===== src/rtl/seq_shift_unit_pkg.sv =====
// Shared types and encodings for the iterative shifter and its step helper.
package seq_shift_unit_pkg;

  typedef enum logic [1:0] {
    IDLE  = 2'd0,
    SHIFT = 2'd1,
    DONE  = 2'd2
  } state_t;

  localparam logic SH_LEFT  = 1'b1;
  localparam logic SH_RIGHT = 1'b0;
  localparam logic SH_ARITH = 1'b1;
  localparam logic SH_LOGIC = 1'b0;

endpackage


===== src/rtl/seq_shift_unit_shift_step.sv =====
// Combinational shift by k (0..STEP); left fills zeros, right fills with the given fill bit.
module shift_step
  import seq_shift_unit_pkg::*;
#(
  parameter int WIDTH = 32,
  parameter int STEP  = 1,
  parameter int KW    = $clog2(STEP + 1)
) (
  input  logic [WIDTH-1:0] data,
  input  logic [KW-1:0]    k,
  input  logic             l_or_r,
  input  logic             fill,
  output logic [WIDTH-1:0] q
);

  logic [WIDTH-1:0] lcand [STEP+1];
  logic [WIDTH-1:0] rcand [STEP+1];

  assign lcand[0] = data;
  assign rcand[0] = data;

  for (genvar i = 1; i <= STEP; i++) begin : g_cand
    assign lcand[i] = {data[WIDTH-1-i:0], {i{1'b0}}};
    assign rcand[i] = {{i{fill}}, data[WIDTH-1:i]};
  end

  always_comb begin
    q = data;
    for (int j = 0; j <= STEP; j++) begin
      if (k == KW'(j)) q = (l_or_r == SH_LEFT) ? lcand[j] : rcand[j];
    end
  end

endmodule


===== src/rtl/seq_shift_unit.sv =====
// Multi-cycle shifter: accepts one request, shifts up to STEP bits per cycle,
// then holds the result until the consumer takes it.
module seq_shift_unit
  import seq_shift_unit_pkg::*;
#(
  parameter int WIDTH = 32,
  parameter int STEP  = 1,
  parameter int SHW   = $clog2(WIDTH)
) (
  input  logic             clk,
  input  logic             rst,
  input  logic             in_valid,
  output logic             in_ready,
  input  logic [WIDTH-1:0] in_data,
  input  logic [SHW-1:0]   in_shamt,
  input  logic             in_l_or_r,
  input  logic             in_a_or_l,
  output logic             out_valid,
  input  logic             out_ready,
  output logic [WIDTH-1:0] out_q,
  output logic             busy
);

  localparam int KW = $clog2(STEP + 1);

  state_t           state_q, state_d;
  logic [WIDTH-1:0] data_r;
  logic [SHW-1:0]   cnt;
  logic [SHW-1:0]   cnt_next;
  logic [KW-1:0]    k;
  logic             l_or_r_r;
  logic             fill_r;
  logic [WIDTH-1:0] step_q;
  logic             accept;
  logic             step_en;

  // Remaining amount may exceed STEP; clamp the per-cycle shift.
  assign k        = (cnt < SHW'(STEP)) ? cnt[KW-1:0] : KW'(STEP);
  assign cnt_next = cnt - SHW'(k);

  shift_step #(
    .WIDTH(WIDTH),
    .STEP (STEP)
  ) u_step (
    .data  (data_r),
    .k     (k),
    .l_or_r(l_or_r_r),
    .fill  (fill_r),
    .q     (step_q)
  );

  always_ff @(posedge clk) begin
    if (rst) state_q <= IDLE;
    else     state_q <= state_d;
  end

  always_comb begin
    state_d = state_q;
    accept  = 1'b0;
    step_en = 1'b0;
    case (state_q)
      IDLE: begin
        if (in_valid) begin
          accept  = 1'b1;
          state_d = (in_shamt == '0) ? DONE : SHIFT;
        end
      end
      SHIFT: begin
        step_en = 1'b1;
        if (cnt_next == '0) state_d = DONE;
      end
      DONE: begin
        if (out_ready) state_d = IDLE;
      end
      default: state_d = IDLE;
    endcase
  end

  assign in_ready  = (state_q == IDLE);
  assign out_valid = (state_q == DONE);
  assign busy      = (state_q != IDLE);

  // Fill bit is frozen at acceptance so later steps never re-derive it.
  always_ff @(posedge clk) begin
    if (rst) begin
      data_r   <= '0;
      cnt      <= '0;
      l_or_r_r <= 1'b0;
      fill_r   <= 1'b0;
      out_q    <= '0;
    end else if (accept) begin
      data_r   <= in_data;
      cnt      <= in_shamt;
      l_or_r_r <= in_l_or_r;
      fill_r   <= in_data[WIDTH-1] & (in_a_or_l == SH_ARITH) & (in_l_or_r == SH_RIGHT);
      if (in_shamt == '0) out_q <= in_data;
    end else if (step_en) begin
      data_r <= step_q;
      cnt    <= cnt_next;
      if (cnt_next == '0) out_q <= step_q;
    end
  end

endmodule


===== config.mk =====
export PLATFORM = sky130hd
export DESIGN_NAME = seq_shift_unit
export DESIGN_NICKNAME = d
export VERILOG_FILES = /design/src/rtl/seq_shift_unit_pkg.sv /design/src/rtl/seq_shift_unit_shift_step.sv /design/src/rtl/seq_shift_unit.sv
export SDC_FILE = /design/constraint.sdc
export NUM_CORES = 1
export LEC_CHECK = 0
export BUFFER_PORTS_ARGS = -buffer_cell sky130_fd_sc_hd__buf_2
export CAP_MARGIN = 20
export CORE_AREA = 4 4 113 115
export CTS_BUF_LIST = sky130_fd_sc_hd__clkbuf_4
export DETAILED_ROUTE_END_ITERATION = 10
export DIE_AREA = 0 0 117 119
export PLACE_DENSITY = 0.6
export SLEW_MARGIN = 20
export SYNTH_ARGS = -nofsm -noshare
export SYNTH_HDL_FRONTEND = slang
export SYNTH_SLANG_ARGS = --single-unit

===== constraint.sdc =====
create_clock -name clk -period 5.27 [get_ports clk]
set_input_delay 1.054 -clock clk [delete_from_list [all_inputs] [get_ports clk]]
set_output_delay 1.054 -clock clk [all_outputs]
set_load 0.01 [all_outputs]

==> impl_metrics.ini, run 1 <==
[grt]
antenna_found_initial = 1
grt_pass1_vias = 3573
grt_pass1_wl_um = 18440
grt_max_degree = 72
grt_util_all_layers_pct = 16.27
overflow = 0

[layout]
fin_nets = 534
drive_above_1_share_pct = 24.09
syn_to_final_growth_pct = 13.63

[flow_run]
cap_violations = 0

[min_path]
worstHoldPathType = flip-flop to flip-flop

[cts]
ctsResizeCount = 0
clkSinkCount = 73
cts_max_path_buffers = 2
numCtsBuffers = 9
cts_hold_buffers = 0
path_clk_slew_ns = 0.12
post_cts_buffers = 0
tritoncts = done
clk_root_buffer_cell = clkbuf_4
insertion_delay_ns = 0.43
cts_htree_levels = 3

[setup_path]
critPathCaptureType = flip-flop
r2r-end = out_q[31]$_SDFFE_PP0P_
cp-start-kind = input port
cp.required_ns = 5.53
r2r_cells = 8
worstSetupPathType = input port to flip-flop
crit_path_end = out_q[31]$_SDFFE_PP0P_
crit_arrival_ns = 3.25
critPathMaxFanout = 32
crit_start = in_valid
ff2ff_setup_slack_ns = 2.31
r2r-start = cnt[2]$_SDFFE_PP0P_

[drt]
drt_drc_violations_left = 0
detail_route.wirelength_um = 11260
drt_iter0_drc = 222
antenna_left = 0
drt-wirelength-per-cell_um = 17.53
vias = 3756
vias_per_cell = 5.850
drtPass1Iterations = 4

[synth]
async_flop_share_pct = 0
synth_warnings = 0
avgSynthCellArea_sq_um = 8.875
synth_cell_types = 46
syn_nets = 496
syn_area_sq_um = 4011
synth_edf_count = 0
synth_top_flop_cell = dfxtp_1
synth.ff_latch_count = 73
synth_cells = 452
ys_seq_area_share_pct = 36.43

[sta]
clock.fmax_ghz = 0.3344
finalSetupViolations = 0
final_hold_viol_count = 0
rsz0062_at_grt = no
min_period_ns = 2.991
maxSlewViolCount = 0
skew_ns = 0.02140
slew_headroom_pct = 32.30
setup_ws_ns = 2.279
fin_setup_tns_ns = 0
hold_slack_ns = 0.4890
min_period_over_period_pct = 56.75
worst_slew_pin_slew_ns = 1.015

[floorplanning]
die_h_um = 119
start_util_pct = 33.96
std_cell_rows = 40
die_area_sq_um = 13920
io-pin-count = 78
coreArea_sq_um = 11810
die_w_um = 117

[power]
ir_drop_mv = 0.2022
leakagePower_uw = 0.001656
power.density_nw_per_um2 = 424.2

[placed_design]
portBuffers = 77
place.gp.congestion = 0.7886
post-dp-hpwl_um = 7162
dpl_worst_slack_ns = 1.844

[status]
status = completed
-- state kept, by name (all words and copies together) (netlist names) --
register	flops
state_q	2
fill_r	1
l_or_r_r	1
data_r	32
cnt	5
out_q	32
-- cells by family after synthesis --
family          share of synthesized area [%]
compound gates                          30.66
xor+xnor                               0.4368
fa+ha+maj                              0.3119
buf+inv                                 7.361
flops                                   36.43
mux                                     8.235
simple gates                            16.56
-- metrics by stage --
step                std cells  utilization (%)  instance area, sq um  total power [uW]
finish                    642            38.59                  4558              1933
global route              642            38.59                  4558              2067
CTS                       641            38.55                  4553              1948
detailed placement        626            37.07                  4378              1500
global placement          626            37.07                  4378              1480
floorplan                 452                -                  4011              1343
-- synthesized netlist by cell type, drive strengths merged (3+ instances only) --
library cell | n | area, sq um
clkbuf | 37 | 140.1
buf | 20 | 128.9
o221ai | 3 | 26.28
o211ai | 62 | 500.5
dfxtp | 73 | 1461
or4 | 33 | 255.2
a21oi | 6 | 30.03
nand2b | 3 | 18.77
mux2i | 33 | 330.3
nor3 | 3 | 20.02
a221oi | 32 | 311.5
inv | 7 | 26.28
nand2 | 8 | 30.03
a211oi | 32 | 240.2
nor2 | 72 | 270.3
-- cell usage in the layout (no fill, tap or decap), drive strengths merged, types with 2 or more instances in the layout --
cell type  count
buf           84
dfxtp         73
nor2          72
o211ai        62
mux2i         33
or4           33
a211oi        32
a221oi        32
clkbuf         9
nand2          8
inv            7
a21oi          6
o221ai         3
nand2b         3
bufinv         3
nor3           3
clkinv         3
nor4           2
xnor2          2
o22ai          2
o21ai          2
nor3b          2
-- power by group --
part / switching [uW] / internal, uW / leakage, uW / total (uW)
Combinational: 401 / 304 / 0.000962 / 705
Sequential: 129 / 655 / 0.000601 / 784
Clock: 208 / 236 / 0.0000934 / 444
-- metal layers --
| layer | vias to the layer above | share of wire (%) | wire (um) | track usage, % |
|---|---|---|---|---|
| met2 | 94 | 48 | 5373 | 25.18 |
| met3 | 13 | 5.4 | 610 | 3.709 |
| met1 | 1794 | 46 | 5139 | 22.82 |
| met4 | 0 | 1.2 | 133 | 4.086 |
| li1 | 1855 | - | - | - |
| met5 | - | 0 | 0 | 0 |
-- area by class of cell --
type / count / area [sq um]
diodes: 1 / 2.502
clock buffers: 9 / 67.56
clock inverters: 6 / 107.6
fillers: 1226 / 7253
inverters: 7 / 26.28
multi-input cells: 315 / 2266
flip-flops and latches: 73 / 1466
well taps: 147 / 183.9
repair buffers: 84 / 437.9
-- worst max-delay path, stage by stage --
cell and delay [ns]:
buf_2 0.17, or3b_2 0.51, nor3_4 0.17, buf_4 0.37, a21o_1 0.45, buf_4 0.37, a221oi_1 0.13
-- worst min path at each step --
stage / startpoint / endpoint / cells after the start / slack [ns]
3_5_place_dp: out_q[0]$_SDFFE_PP0P_ / out_q[0]$_SDFFE_PP0P_ / 2 / 0.47
5_1_grt: out_q[0]$_SDFFE_PP0P_ / out_q[0]$_SDFFE_PP0P_ / 2 / 0.53
4_1_cts: out_q[0]$_SDFFE_PP0P_ / out_q[0]$_SDFFE_PP0P_ / 2 / 0.49
2_1_floorplan: fill_r$_SDFFE_PP0P_ / fill_r$_SDFFE_PP0P_ / 2 / 0.46
3_3_place_gp: fill_r$_SDFFE_PP0P_ / fill_r$_SDFFE_PP0P_ / 2 / 0.47
6_report: out_q[0]$_SDFFE_PP0P_ / out_q[0]$_SDFFE_PP0P_ / 2 / 0.49
No activity file was read; power rests on OpenSTA's default activity.
==> inputs of run 2 (changes only) <==
Clock period 5.27 ns to 3.1 ns, I/O delays scaled along.
==> impl_metrics.ini, run 2 (synthesis results as in run 1) <==
[status]
status = completed

[power]
clockPowerShare_pct = 20.9
power.density_nw_per_um2 = 699.6
pwr-share-comb_pct = 38.9
p_sw_uw = 1231
ir_drop_mv = 0.2989
p_seq_share_pct = 40.2
sw_frac_of_total_pct = 38.41
internal_power_uw = 1974
leakagePower_uw = 0.001674

[sta]
maxSlewViolCount = 0
final_hold_viol_count = 0
min_period_over_period_pct = 83.28
min_period_ns = 2.582
rsz0062_at_grt = no
clock.fmax_ghz = 0.3873
fin_setup_tns_ns = 0
skew_ns = 0.008185
slew_headroom_pct = 31.78
worst_slew_pin_slew_ns = 1.023
hold_slack_ns = 0.4683
finalSetupViolations = 0

[grt]
grt_pass1_wl_um = 18510
grt_pass1_vias = 3548
grt_max_degree = 69
antenna_found_initial = 1
overflow = 0
grt_util_all_layers_pct = 16.32

[min_path]
worstHoldPathType = input port to flip-flop
hold_start = in_l_or_r

[cts]
path_clk_slew_ns = 0.12
cts_max_path_buffers = 2
ctsResizeCount = 0
post_cts_buffers = 0
numCtsBuffers = 9
insertion_delay_ns = 0.40
clk_root_buffer_cell = clkbuf_4
cts_hold_buffers = 0
cts_htree_levels = 3
tritoncts = done
clkSinkCount = 73

[setup_path]
critPathMaxFanout = 23
crit_start = cnt[2]$_SDFFE_PP0P_
r2r-start = cnt[2]$_SDFFE_PP0P_
critPathCaptureType = flip-flop
worstSetupPathType = flip-flop to flip-flop
max_stage_delay_ns = 0.52
cp-start-kind = flip-flop
crit_slowest_cell = nor4_1
cp.required_ns = 3.37
path_cells = nor4_1 > nor2_1 > ha_1 > xnor2_1 > o2111a_1 > a21o_1 > buf_4 > a221oi_1
crit_arrival_ns = 2.85

[layout]
fin_nets = 538
multiInputGateArea_sq_um = 2266
nFillCells = 1239
syn_to_final_growth_pct = 14.19
drive_above_1_share_pct = 25.05
final_common_cell = buf_2
seqCellArea_sq_um = 1464
layout_common_cells = buf_2 (77), nor2_1 (72), dfxtp_1 (71)
top_regs = data_r x32, out_q x32, cnt x5

[floorplanning]
die_area_sq_um = 13920
start_util_pct = 33.96
coreArea_sq_um = 11810
die_w_um = 117
die_h_um = 119
std_cell_rows = 40
io-pin-count = 78

[drt]
vias = 3771
drtPass1Iterations = 4
drt-wirelength-per-cell_um = 17.32
antenna_left = 0
drt_iter0_drc = 295
drt_drc_violations_left = 0
detail_route.wirelength_um = 11200
vias_per_cell = 5.828

[flow_run]
cap_violations = 0

[placed_design]
portBuffers = 77
post-dp-hpwl_um = 7215
place.gp.congestion = 0.8208
## run 2: final timing paths
check / to / depth (start not counted) / slack (ns)
setup reg to reg: out_q[26]$_SDFFE_PP0P_ / 8 / 0.52
hold reg to reg: out_q[0]$_SDFFE_PP0P_ / 2 / 0.48
hold / removal: l_or_r_r$_SDFFE_PP0P_ / 3 / 0.47
setup / recovery: out_q[26]$_SDFFE_PP0P_ / 8 / 0.52
## run 2: final cells by class
cell class                 count  share of cell area [%]
inverter                       7                  0.5736
clock inverter                 6                   1.803
clock buffer                  10                   1.639
antenna                        1                 0.05463
multi-input combinational    315                   49.47
sequential                    73                   31.96
timing repair buffer          88                   10.49
tap                          147                   4.015
## run 2: power groups by stage
| stage | Sequential [uW] | Combinational [uW] | Clock, uW |
|---|---|---|---|
| after CTS | 1290 | 1250 | 696 |
| after detailed placement | 1310 | 1250 | 0 |
| after global routing | 1320 | 1400 | 738 |
| after floorplan | 1260 | 1020 | 0 |
| final | 1290 | 1250 | 671 |
| after global placement | 1300 | 1220 | 0 |
## run 2: worst max-delay path, delay by kind of cell (launching register included)
kind / cells / cell delay, ns
fa+ha+maj: 1 / 0.28
xor+xnor: 1 / 0.17
simple gates: 2 / 0.65
flops: 1 / 0.42
buf+inv: 1 / 0.31
compound gates: 3 / 0.60
## run 2: metrics by stage
stage	cell area, sq um	power, uW	setup WS [ns]	std cells	util (%)
after floorplan	4011	2283	0.6090	452	-
after global routing	4581	3455	0.3364	647	38.78
final	4581	3205	0.5183	647	38.78
after detailed placement	4420	2556	0.5667	630	37.43
after global placement	4420	2521	0.6580	630	37.43
after CTS	4578	3237	0.5337	646	38.76
## run 2: per-layer routing
metal  GRT usage, %  up-vias  routed length, um
met5              0        -                  0
met4          5.090        0                149
met3          3.201       13                616
met2          24.40      102               5247
met1          23.51     1800               5189
li1               -     1856                  -
